--- src/rtl/video_mem_arbiter.sv ---
// VRAM/OAM arbiter between CPU, PPU fetch port and the FF46 OAM DMA engine.
// Grants are combinational; read data returns one cycle later through a captured source select.
module video_mem_arbiter #(
  parameter int unsigned DMA_STEP = 4
) (
  input  logic        clk,
  input  logic        rst,
  input  logic [15:0] cpu_addr,
  input  logic        cpu_rd,
  input  logic        cpu_wr,
  input  logic [7:0]  cpu_wdata,
  output logic [7:0]  cpu_rdata,
  input  logic [1:0]  ppu_mode,
  input  logic        ppu_rd,
  input  logic [15:0] ppu_addr,
  output logic [7:0]  ppu_rdata,
  output logic        dma_src_rd,
  output logic [15:0] dma_src_addr,
  input  logic [7:0]  dma_src_data,
  output logic [12:0] vram_addr,
  output logic        vram_we,
  output logic [7:0]  vram_wdata,
  input  logic [7:0]  vram_rdata,
  output logic [7:0]  oam_addr,
  output logic        oam_we,
  output logic [7:0]  oam_wdata,
  input  logic [7:0]  oam_rdata,
  output logic        dma_active
);

  localparam int unsigned PW = (DMA_STEP > 2) ? $clog2(DMA_STEP) : 1;
  localparam logic [PW-1:0] LAST_PHASE = PW'(DMA_STEP - 1);
  localparam logic [PW-1:0] WR_PHASE   = PW'(1);
  localparam logic [7:0]    LAST_BYTE  = 8'd159;

  typedef enum logic [1:0] {
    S_IDLE  = 2'd0,
    S_START = 2'd1,
    S_XFER  = 2'd2
  } dma_state_t;

  typedef enum logic [1:0] {
    RD_NONE = 2'd0,
    RD_VRAM = 2'd1,
    RD_OAM  = 2'd2,
    RD_FF46 = 2'd3
  } rd_src_t;

  dma_state_t    state, state_nxt;
  logic [PW-1:0] phase, phase_nxt;
  logic [7:0]    byte_idx, byte_idx_nxt;
  logic [7:0]    src_hi;
  logic [7:0]    src_eff;
  logic [7:0]    ff46_q;
  rd_src_t       cpu_sel, cpu_sel_nxt;
  rd_src_t       ppu_sel, ppu_sel_nxt;

  logic cpu_vram_hit, cpu_oam_hit, cpu_ff46_hit;
  logic ppu_vram_hit, ppu_oam_hit;
  logic cpu_access, ff46_wr;
  logic dma_xfer, dma_oam_we;
  logic cpu_vram_gnt, cpu_oam_gnt, ppu_vram_gnt, ppu_oam_gnt;

  // Address decode
  always_comb begin
    cpu_vram_hit = (cpu_addr[15:13] == 3'b100);
    cpu_oam_hit  = (cpu_addr[15:8] == 8'hFE) && (cpu_addr[7:0] < 8'hA0);
    cpu_ff46_hit = (cpu_addr == 16'hFF46);
    ppu_vram_hit = (ppu_addr[15:13] == 3'b100);
    ppu_oam_hit  = (ppu_addr[15:8] == 8'hFE) && (ppu_addr[7:0] < 8'hA0);
    cpu_access   = cpu_rd || cpu_wr;
    ff46_wr      = cpu_wr && cpu_ff46_hit;
  end

  // DMA state and counters
  always_ff @(posedge clk) begin
    if (rst) begin
      state    <= S_IDLE;
      phase    <= '0;
      byte_idx <= '0;
    end else begin
      state    <= state_nxt;
      phase    <= phase_nxt;
      byte_idx <= byte_idx_nxt;
    end
  end

  // DMA next state; a FF46 write restarts from any state
  always_comb begin
    state_nxt    = state;
    phase_nxt    = phase;
    byte_idx_nxt = byte_idx;
    case (state)
      S_IDLE: begin
        phase_nxt    = '0;
        byte_idx_nxt = '0;
      end
      S_START: begin
        if (phase == LAST_PHASE) begin
          state_nxt    = S_XFER;
          phase_nxt    = '0;
          byte_idx_nxt = '0;
        end else begin
          phase_nxt = phase + PW'(1);
        end
      end
      S_XFER: begin
        if (phase == LAST_PHASE) begin
          phase_nxt = '0;
          if (byte_idx == LAST_BYTE) begin
            state_nxt    = S_IDLE;
            byte_idx_nxt = '0;
          end else begin
            byte_idx_nxt = byte_idx + 8'd1;
          end
        end else begin
          phase_nxt = phase + PW'(1);
        end
      end
      default: begin
        state_nxt    = S_IDLE;
        phase_nxt    = '0;
        byte_idx_nxt = '0;
      end
    endcase
    if (ff46_wr) begin
      state_nxt    = S_START;
      phase_nxt    = '0;
      byte_idx_nxt = '0;
    end
  end

  // DMA outputs; echo RAM sources map down onto WRAM
  always_comb begin
    dma_active   = (state != S_IDLE);
    dma_xfer     = (state == S_XFER);
    src_eff      = (src_hi >= 8'hE0) ? {src_hi[7:6], 1'b0, src_hi[4:0]} : src_hi;
    dma_src_rd   = dma_xfer && (phase == '0) && !rst;
    dma_src_addr = {src_eff, byte_idx};
    dma_oam_we   = dma_xfer && (phase == WR_PHASE) && !rst;
  end

  always_ff @(posedge clk) begin
    if (rst) begin
      src_hi <= 8'h00;
    end else if (ff46_wr) begin
      src_hi <= cpu_wdata;
    end
  end

  // Memory grants and port steering
  always_comb begin
    ppu_oam_gnt  = ppu_rd && ppu_oam_hit && ppu_mode[1] && !dma_active;
    cpu_oam_gnt  = cpu_access && cpu_oam_hit && !ppu_mode[1] && !dma_active;
    ppu_vram_gnt = ppu_rd && ppu_vram_hit && (ppu_mode == 2'd3);
    cpu_vram_gnt = cpu_access && cpu_vram_hit && (ppu_mode != 2'd3);

    oam_addr  = 8'h00;
    oam_wdata = cpu_wdata;
    oam_we    = 1'b0;
    if (dma_xfer) begin
      oam_addr  = byte_idx;
      oam_wdata = dma_src_data;
      oam_we    = dma_oam_we;
    end else if (ppu_oam_gnt) begin
      oam_addr = ppu_addr[7:0];
    end else if (cpu_oam_gnt) begin
      oam_addr = cpu_addr[7:0];
      oam_we   = cpu_wr && !rst;
    end

    vram_addr  = ppu_vram_gnt ? ppu_addr[12:0] : cpu_addr[12:0];
    vram_wdata = cpu_wdata;
    vram_we    = cpu_vram_gnt && cpu_wr && !rst;
  end

  // Read-source select for the next cycle
  always_comb begin
    cpu_sel_nxt = RD_NONE;
    ppu_sel_nxt = RD_NONE;
    if (cpu_rd) begin
      if (cpu_vram_gnt)      cpu_sel_nxt = RD_VRAM;
      else if (cpu_oam_gnt)  cpu_sel_nxt = RD_OAM;
      else if (cpu_ff46_hit) cpu_sel_nxt = RD_FF46;
    end
    if (ppu_rd) begin
      if (ppu_vram_gnt)     ppu_sel_nxt = RD_VRAM;
      else if (ppu_oam_gnt) ppu_sel_nxt = RD_OAM;
    end
  end

  always_ff @(posedge clk) begin
    if (rst) begin
      cpu_sel <= RD_NONE;
      ppu_sel <= RD_NONE;
      ff46_q  <= 8'h00;
    end else begin
      cpu_sel <= cpu_sel_nxt;
      ppu_sel <= ppu_sel_nxt;
      ff46_q  <= src_hi;
    end
  end

  // Late read data; losers and unmapped reads see 0xFF
  always_comb begin
    case (cpu_sel)
      RD_VRAM: cpu_rdata = vram_rdata;
      RD_OAM:  cpu_rdata = oam_rdata;
      RD_FF46: cpu_rdata = ff46_q;
      default: cpu_rdata = 8'hFF;
    endcase
    case (ppu_sel)
      RD_VRAM: ppu_rdata = vram_rdata;
      RD_OAM:  ppu_rdata = oam_rdata;
      default: ppu_rdata = 8'hFF;
    endcase
  end

endmodule

--- config.mk ---
export PLATFORM = sky130hd
export DESIGN_NAME = video_mem_arbiter
export DESIGN_NICKNAME = d
export VERILOG_FILES = /design/src/rtl/video_mem_arbiter.sv
export SDC_FILE = /design/constraint.sdc
export NUM_CORES = 1
export LEC_CHECK = 0
export CAP_MARGIN = 20
export CELL_PAD_IN_SITES_DETAIL_PLACEMENT = 1
export CELL_PAD_IN_SITES_GLOBAL_PLACEMENT = 2
export CORE_MARGIN = 2
export CORE_UTILIZATION = 22
export DETAILED_ROUTE_END_ITERATION = 16
export GPL_TIMING_DRIVEN = 1
export PLACE_DENSITY = 0.93
export SLEW_MARGIN = 20
export SYNTH_ARGS = -nofsm -noshare
export SYNTH_HDL_FRONTEND = slang
export SYNTH_SLANG_ARGS = --single-unit
export TNS_END_PERCENT = 10
--- constraint.sdc ---
create_clock -name clk -period 2.9 [get_ports clk]
set_input_delay 0.435 -clock clk [delete_from_list [all_inputs] [get_ports clk]]
set_output_delay 0.435 -clock clk [all_outputs]
set_load 0.05 [all_outputs]
Word level (Yosys, flattened, before mapping):

Cells that the tools add are included.

* register bits after elaboration: 32
* input port bits: 71
* output and inout port bits: 73
* logic and storage cells: 105

* add/sub/neg operators: 2
* $lt $le $gt $ge: 3
* equal/unequal tests: 24
* mux-type cells: 25
* bitwise operators: 4
* reductions and logical operators: 37

Operators by type and width (number)
* 8-bit 2-to-1 mux: 7
* 8-bit one-hot mux with 2 select lines: 2
* 8-bit equality test, second input constant: 3
* 8-bit one-hot mux with 3 select lines: 1
* 1-bit logical AND: 20
* 16-bit equality test, second input constant: 1
* 8-bit less-than comparator, second input constant: 2
* 13-bit 2-to-1 mux: 1
* 2-bit equality test, second input constant: 6
* 2-bit 2-to-1 mux: 6
* 8-bit by 1-bit adder with 8-bit output, second input constant: 1
* 2-bit by 1-bit equality test with 1-bit output, second input constant: 4
* 8-bit >= comparator, second input constant: 1
* 4-bit AND reduction: 2
* 2-bit OR reduction: 4
* 3-bit equality test, second input constant: 2
* 1-bit 2-to-1 mux: 6
* 6-bit 2-to-1 mux: 1
* 2-bit inequality test, second input constant: 3
* 3-bit by 2-bit inequality test with 1-bit output, second input constant: 2
* 2-bit one-hot mux with 3 select lines: 1
* 3-bit OR reduction: 2
* 2-bit logical NOT: 2
* 2-bit by 1-bit inequality test with 1-bit output, second input constant: 2
* other kinds (8): 13

Depth between registers and ports, before layout:

Gate-level depths: netlist of the first run.

* depth in word-level cells: 8
* depth in mapped cells: 7
* depth with buffers taken out: 6

Least setup slack after synthesis of the first run:

No wires, ideal clock.

* kind: reg-to-output
* start: register state[0]
* end: output oam_addr[1]
* arrival: 2.215 ns
* required time: 2.465 ns
* setup slack: 0.250 ns
* cell stages (with the launch flop): 7
* buffers on the path: 0
* cell sequence: dfxtp_1 -> inv_1 -> ha_1 -> or3b_4 -> nor3b_4 -> a32oi_1 -> mux2i_1

* cells in the longest elaborated chain, start to end: 6
* elaborated cells on any way between the ends: 8
* classes of those cells: eq/ne: 1; mux: 3; reduce/logical: 4

RTL lines
* start, declared: line 49 `dma_state_t state, state_nxt;`
* start signal, assigned: line 82 `state <= state_nxt;`
* 2-bit nonzero test: line 135 `dma_active = (state != S_IDLE);`
* 1-bit logical NOT: line 153, 154
* 1-bit logical AND: line 154 `cpu_oam_gnt = cpu_access && cpu_oam_hit && !ppu_mode[1] && !dma_active;`
* 8-bit 2-to-1 mux: line 167 `end else if (cpu_oam_gnt) begin`
* 8-bit 2-to-1 mux: line 165 `end else if (ppu_oam_gnt) begin`
* 8-bit 2-to-1 mux (*): line 161 `if (dma_xfer) begin`
* end, declared: line 24 `output logic [7:0] oam_addr,`

Mark *: on every way between the ends. The rest lies on a longest branch, timed or not.

Worst setup path after layout of the first run:

* start: register state[0]
* end: output oam_we

* cells in the longest elaborated chain, start to end: 6
* elaborated cells on any way between the ends: 10
* classes of those cells: eq/ne: 1; mux: 3; reduce/logical: 6

RTL lines
* 2-bit nonzero test: line 135
* 1-bit logical NOT: line 153, 154
* 1-bit logical AND: line 154
* 1-bit 2-to-1 mux: line 167
* 1-bit 2-to-1 mux: line 165
* 1-bit 2-to-1 mux (*): line 161
* end, declared: line 25 `output logic oam_we,`

Marked as above.

==> results.py, run 1 <==
metrics = {
    "synthesis": {
        "netlist.area_leader.share_pct": 26.7,
        "synth_area_leaders": "dfxtp_1, mux2_2, buf_4, ha_1, a21oi_1",
        "synthFlopType": "dfxtp_1",
        "syn_nets": 353,
        "yosysTopAreaCell": "dfxtp_1",
        "ys_seq_area_share_pct": 26.7,
        "syn_inst": 273,
        "netlist_area_um2": 2400,
        "synth_edf_count": 0,
        "synth_warnings": 0,
        "synth_cell_type_count": 48,
        "async_flop_share_pct": 0,
        "synth_seq_cells": 32,
        "syn_avg_cell_area_um2": 8.80,
    },
    "sta": {
        "rsz0062_at_grt": "false",
        "worst_pin_slew_ps": 644,
        "finalSetupViolCount": 0,
        "fin_tns_setup_ps": 0,
        "timing.fmax_ghz": 0.368,
        "period_share_pct": 93.7,
        "slew_headroom_pct": 57.1,
        "slew_violations": 0,
        "skew_ps": 6.63,
        "hold_viol_final": 0,
        "min_period_ps": 2720,
    },
    "critical_path": {
        "worstRegToRegCells": 8,
        "critical_path_class": "flop to primary output",
        "r2r_start": "state[0]",
        "rr_endpoint": "byte_idx[4]",
        "crit_path_end_kind": "primary output",
        "startpoint_type": "flop",
        "crit_start": "state[0]",
        "required_ps": 2470,
        "endpoint": "oam_we",
        "r2r_slack_ps": 900,
        "path_max_fanout": 5,
        "crit_arrival_ps": 2280,
    },
    "global_routing": {
        "grt_pass1_wl_um": 14600,
        "antenna_found_initial": 0,
        "grt_max_degree": 25,
        "grt_pass1_vias": 2831,
        "gr-usage-all-layers_pct": 15.7,
        "grt_overflow": 0,
    },
    "clock_tree": {
        "postCtsSetupBuffers": 0,
        "cts_root_buffer": "clkbuf_8",
        "cts_resized": 1,
        "htree_levels": 2,
        "hold_buffers": 0,
        "clock_latency_ps": 280,
        "clk_pin_slew_worst_paths_ps": 70,
        "cts.sinks": 32,
        "cts_made_buffers": 5,
        "clk_path_buf_depth": 2,
        "cts_tree": "done",
    },
    "layout": {
        "syn_to_final_growth_pct": 75.8,
        "stdcell_count": 544,
        "drive_gt1_share_pct": 21.8,
        "n_antenna_cell": 0,
        "final_nets": 483,
    },
    "die": {
        "ioPinCount": 144,
        "row_count": 38,
        "die_x_um": 108,
        "start_util_pct": 22.3,
        "die_area_um2": 11800,
        "die_y_um": 108,
        "core_um2": 10700,
    },
    "drt": {
        "via_count": 2610,
        "drcViolationCount": 0,
        "drt_iter0_markers": 72,
        "ant_nets": 0,
        "post_drt_wl_per_cell_um": 17.2,
        "vias_per_cell": 4.80,
        "drt-total-wl_um": 9350,
        "dr.pass1.iters": 4,
    },
    "flow_run": {
        "maxCapViolCount": 0,
    },
    "hold_path": {
        "hold_class": "flop to flop",
    },
    "place": {
        "port_buffers": 143,
        "numPlacedInstances": 536,
        "gp_congestion": 0.830,
        "dp_hpwl_um": 7780,
    },
    "pwr": {
        "p_per_area_nw_per_um2": 264,
        "p_leak_nw": 1.51,
        "power.total_mw": 1.12,
        "irDropWorstVdd_mv": 0.127,
    },
    "run_status": {
        "outcome": "finished clean",
    },
}
-- kinds of logic (layout without fill, tap and decap cells) --
| kind of cell | after synthesis | in the layout | share of synthesized area [%] |
|---|---|---|---|
| compound gates | 58 | 58 | 16.8 |
| xor+xnor | 5 | 5 | 1.82 |
| buf+inv | 41 | 172 | 9.59 |
| flops | 32 | 32 | 26.7 |
| fa+ha+maj | 9 | 9 | 4.69 |
| mux | 38 | 38 | 17.4 |
| simple gates | 90 | 90 | 23.1 |
-- where the power goes --
group	total [mW]	switching (mW)	internal (mW)
combinational	0.337	0.166	0.172
sequential	0.439	0.000108	0.439
clock	0.338	0.171	0.167
-- cells in the mapped netlist (4+ instances only) --
| master | count |
|---|---|
| nor2b_1 | 11 |
| ha_1 | 9 |
| a221o_1 | 8 |
| nor4_1 | 7 |
| nand2_1 | 7 |
| nand4_1 | 7 |
| xor2_1 | 4 |
| mux2_2 | 29 |
| a32o_1 | 7 |
| buf_2 | 4 |
| nor3b_1 | 4 |
| nor2_1 | 14 |
| nor3_1 | 4 |
| buf_4 | 15 |
| clkbuf_1 | 10 |
| inv_1 | 9 |
| dfxtp_1 | 32 |
| a21oi_1 | 21 |
| nand3_1 | 15 |
| o21ai_0 | 10 |
| mux2i_1 | 9 |
-- worst max-delay path: stages (launching register included) --
cell	delay (ps)
dfxtp_1	330
inv_1	80
ha_2	250
or3b_4	420
nor4_2	240
nand4b_1	260
a21oi_2	250
buf_12	160
-- placed cells by master, fill, tap and decap left out, drive strengths merged, types with 2 or more instances in the layout --
cell type        n
clkdlybuf4s50  111
buf             44
dfxtp           32
mux2            29
a21oi           21
nand3           15
nor2            14
nor2b           11
o21ai           10
inv              9
mux2i            9
ha               9
a221o            8
nand4            7
a32o             7
nand2            7
nor4             7
clkbuf           5
nor3b            5
nor3             4
xor2             4
and3             3
and2             3
clkinv           3
nand2b           2
nand4b           2
and4             2
o31a             2
o31ai            2
or3b             2
-- layer usage --
| layer | GRT usage (%) | up-vias | wire (µm) |
|---|---|---|---|
| li1 | - | 1260 | - |
| met2 | 29.6 | 80 | 5020 |
| met4 | 4.40 | 0 | 170 |
| met3 | 2.77 | 14 | 399 |
| met5 | 0 | - | 0 |
| met1 | 18.0 | 1256 | 3750 |
-- cell type report --
cell class	instances	area (µm²)
flip-flops and latches	32	641
multi-input cells	200	1540
well taps	140	175
clock buffers	5	68.8
repair buffers	155	1740
inverters	9	33.8
clock inverters	3	18.8
fillers	1246	6520
-- sequential cells by signal, summed over array words and instances (netlist names) --
name	flops
state	2
phase	2
byte_idx	8
cpu_sel	2
src_hi	8
ff46_q	8
ppu_sel	2
-- metrics by stage --
| step | worst slack (ps) | util [%] | area (µm²) | hold slack (ps) |
|---|---|---|---|---|
| finish | 184 | 39.3 | 4220 | 483 |
| global route | 42.7 | 39.3 | 4220 | 499 |
| CTS | 67.3 | 39.2 | 4220 | 480 |
| detailed placement | 71.4 | 38.4 | 4120 | 482 |
| global placement | 116 | 38.4 | 4120 | 473 |
| floorplan | 250 | - | 2400 | 447 |
-- worst min-delay path by stage --
stage	slack [ps]	from	end	depth (start not counted)
2_1_floorplan	450	src_hi[5]	ff46_q[5]	1
3_3_place_gp	470	phase[0]	phase[0]	1
3_5_place_dp	480	src_hi[4]	ff46_q[4]	1
4_1_cts	480	src_hi[4]	ff46_q[4]	1
5_1_grt	500	src_hi[4]	ff46_q[4]	1
6_report	480	src_hi[4]	ff46_q[4]	1
Power figures use the tool's default switching activity.
==> run 2: changes to the inputs <==
==> constraint.sdc (replaced) <==
create_clock -name clk -period 2.9 [get_ports clk]
set_input_delay 0.435 -clock clk [delete_from_list [all_inputs] [get_ports clk]]
set_output_delay 0.435 -clock clk [all_outputs]
set_load 0.01 [all_outputs]
==> run 2 against run 1 <==
  * First-iteration DRC count rose by 21%
  * Sequential cell count unchanged
  * Final cell count increased by 2.2%
  * Sequential power hardly changed
  * Power up 4.5%
  * Critical path depth unchanged
  * Register-to-register slack gained 90 ps
  * Clock power grew 43%
  * Global-route usage barely moved
  * Via count unchanged
  * Core utilization shrank 0.59 points
==> results.py, run 2 (synthesized netlist as in run 1, its figures left out) <==
metrics = {
    "run_status": {
        "outcome": "finished clean",
    },
    "sta": {
        "slew_headroom_pct": 65.8,
        "finalSetupViolCount": 0,
        "hold_viol_final": 0,
        "slew_violations": 0,
        "rsz0062_at_grt": "true",
        "min_period_ps": 2840,
        "timing.fmax_ghz": 0.352,
        "skew_ps": 4.78,
        "worst_pin_slew_ps": 513,
        "fin_ws_ps": 56.9,
        "fin_hold_ws_ps": 482,
        "fin_tns_setup_ps": 0,
        "period_share_pct": 98.0,
    },
    "layout": {
        "drive_gt1_share_pct": 16.1,
        "syn_to_final_growth_pct": 73.2,
        "n_antenna_cell": 0,
        "final_nets": 495,
        "final_util_pct": 38.7,
        "reg_top3": "byte_idx: 8 flops, ff46_q: 8 flops, src_hi: 8 flops",
        "layout_commonest_cell": "clkdlybuf4s50_1",
        "mostFrequentLayoutCells": "clkdlybuf4s50_1, dfxtp_1, mux2_2",
    },
    "clock_tree": {
        "clk_path_buf_depth": 2,
        "cts_root_buffer": "clkbuf_8",
        "cts.sinks": 32,
        "clk_pin_slew_worst_paths_ps": 70,
        "htree_levels": 2,
        "hold_buffers": 0,
        "clock_latency_ps": 280,
        "cts_made_buffers": 5,
        "cts_tree": "done",
    },
    "drt": {
        "drt-total-wl_um": 9400,
        "drcViolationCount": 0,
        "vias_per_cell": 4.69,
        "via_count": 2610,
        "drt_iter0_markers": 87,
        "dr.pass1.iters": 4,
        "ant_nets": 0,
        "post_drt_wl_per_cell_um": 16.9,
    },
    "pwr": {
        "p_leak_nw": 1.59,
        "p_per_area_nw_per_um2": 280,
        "power.total_mw": 1.17,
        "irDropWorstVdd_mv": 0.174,
    },
    "global_routing": {
        "grt_pass1_wl_um": 14600,
        "grt_overflow": 0,
        "grt_max_degree": 20,
        "antenna_found_initial": 0,
        "gr-usage-all-layers_pct": 15.7,
        "grt_pass1_vias": 2816,
    },
    "critical_path": {
        "path_max_fanout": 15,
        "required_ps": 2470,
        "critical_path_class": "input port to primary output",
        "critPathTopFamily": "buffers and inverters",
        "crit_path_max_incr_delay_ps": 530,
        "startpoint_type": "input port",
        "cpMostUsedCell": "clkdlybuf4s50_1",
        "cp_slowest_cell": "clkdlybuf4s50_1",
        "crit_path_end_kind": "primary output",
        "path_buf_inv": 4,
        "crit_arrival_ps": 2410,
        "path_cells": "clkdlybuf4s50_1 -> buf_4 -> nand4_1 -> or3_1 -> buf_6 -> mux2_2 -> clkdlybuf4s50_1",
    },
    "place": {
        "gp_congestion": 0.894,
        "port_buffers": 143,
        "dp_hpwl_um": 7800,
        "place_ws_ps": -150,
    },
    "hold_path": {
        "hold_class": "flop to flop",
    },
    "flow_run": {
        "maxCapViolCount": 0,
    },
    "die": {
        "ioPinCount": 144,
        "die_y_um": 108,
        "row_count": 38,
        "core_um2": 10700,
        "die_area_um2": 11800,
        "start_util_pct": 22.3,
        "die_x_um": 108,
    },
}
-- run 2: cell count changes in the layout (fill, tap and decap cells not counted), sizes merged --
cell	change
dlygate4sd2	+9
clkdlybuf4s50	+14
clkinv	-3
clkbuf	+2
dlymetal6s2s	+9
buf	-20
bufinv	+1
-- run 2: layer usage --
layer  GRT usage, %  vias up  wire length [µm]
li1               -     1289                 -
met5              0        -                 0
met1           18.4     1249              3960
met3           2.35       10               353
met2           29.6       62              4940
met4           4.03        0               148
-- run 2: final timing paths --
check / start / to / slack [ps] / cells after the start
max: ppu_mode[1] / vram_addr[9] / 60 / 7
min: src_hi[5] / ff46_q[5] / 480 / 1
max reg2reg: state[0] / byte_idx[4] / 990 / 7
min reg2reg: src_hi[5] / ff46_q[5] / 480 / 1
-- run 2: cell type report --
cell class,count,area (µm²)
clock buffer,7,96.3
clock inverter,1,30.0
fill,1292,6590
inverter,9,33.8
multi-input combinational,200,1540
sequential,32,641
tap,140,175
timing repair buffer,167,1640
-- run 2: power breakdown --
group | switching, mW | internal [mW]
combinational | 0.0864 | 0.157
sequential | 0.000123 | 0.439
clock | 0.179 | 0.303
-- run 2: timing repair --
action                                  in CTS  in global routing
gates resized for setup                     12                 10
pin swaps                                    3                  0
endpoints found under the setup margin      10                 13
setup buffers                                0                  0
-- run 2: per-stage QoR --
step,area (µm²),std cells
floorplan,2400,273
global placement,4000,548
detailed placement,4000,548
CTS,4130,556
global route,4160,556
finish,4160,556
==> run 3: changes to the inputs <==
--- a/config.mk
+++ b/config.mk
@@ -10,6 +10,7 @@
 export CELL_PAD_IN_SITES_GLOBAL_PLACEMENT = 2
 export CORE_MARGIN = 2
 export CORE_UTILIZATION = 22
+export CTS_CLUSTER_DIAMETER = 50
 export DETAILED_ROUTE_END_ITERATION = 16
 export GPL_TIMING_DRIVEN = 1
 export PLACE_DENSITY = 0.93
==> results of run 3 <==
The final DEF is identical to that of run 2; final timing and power are the same.
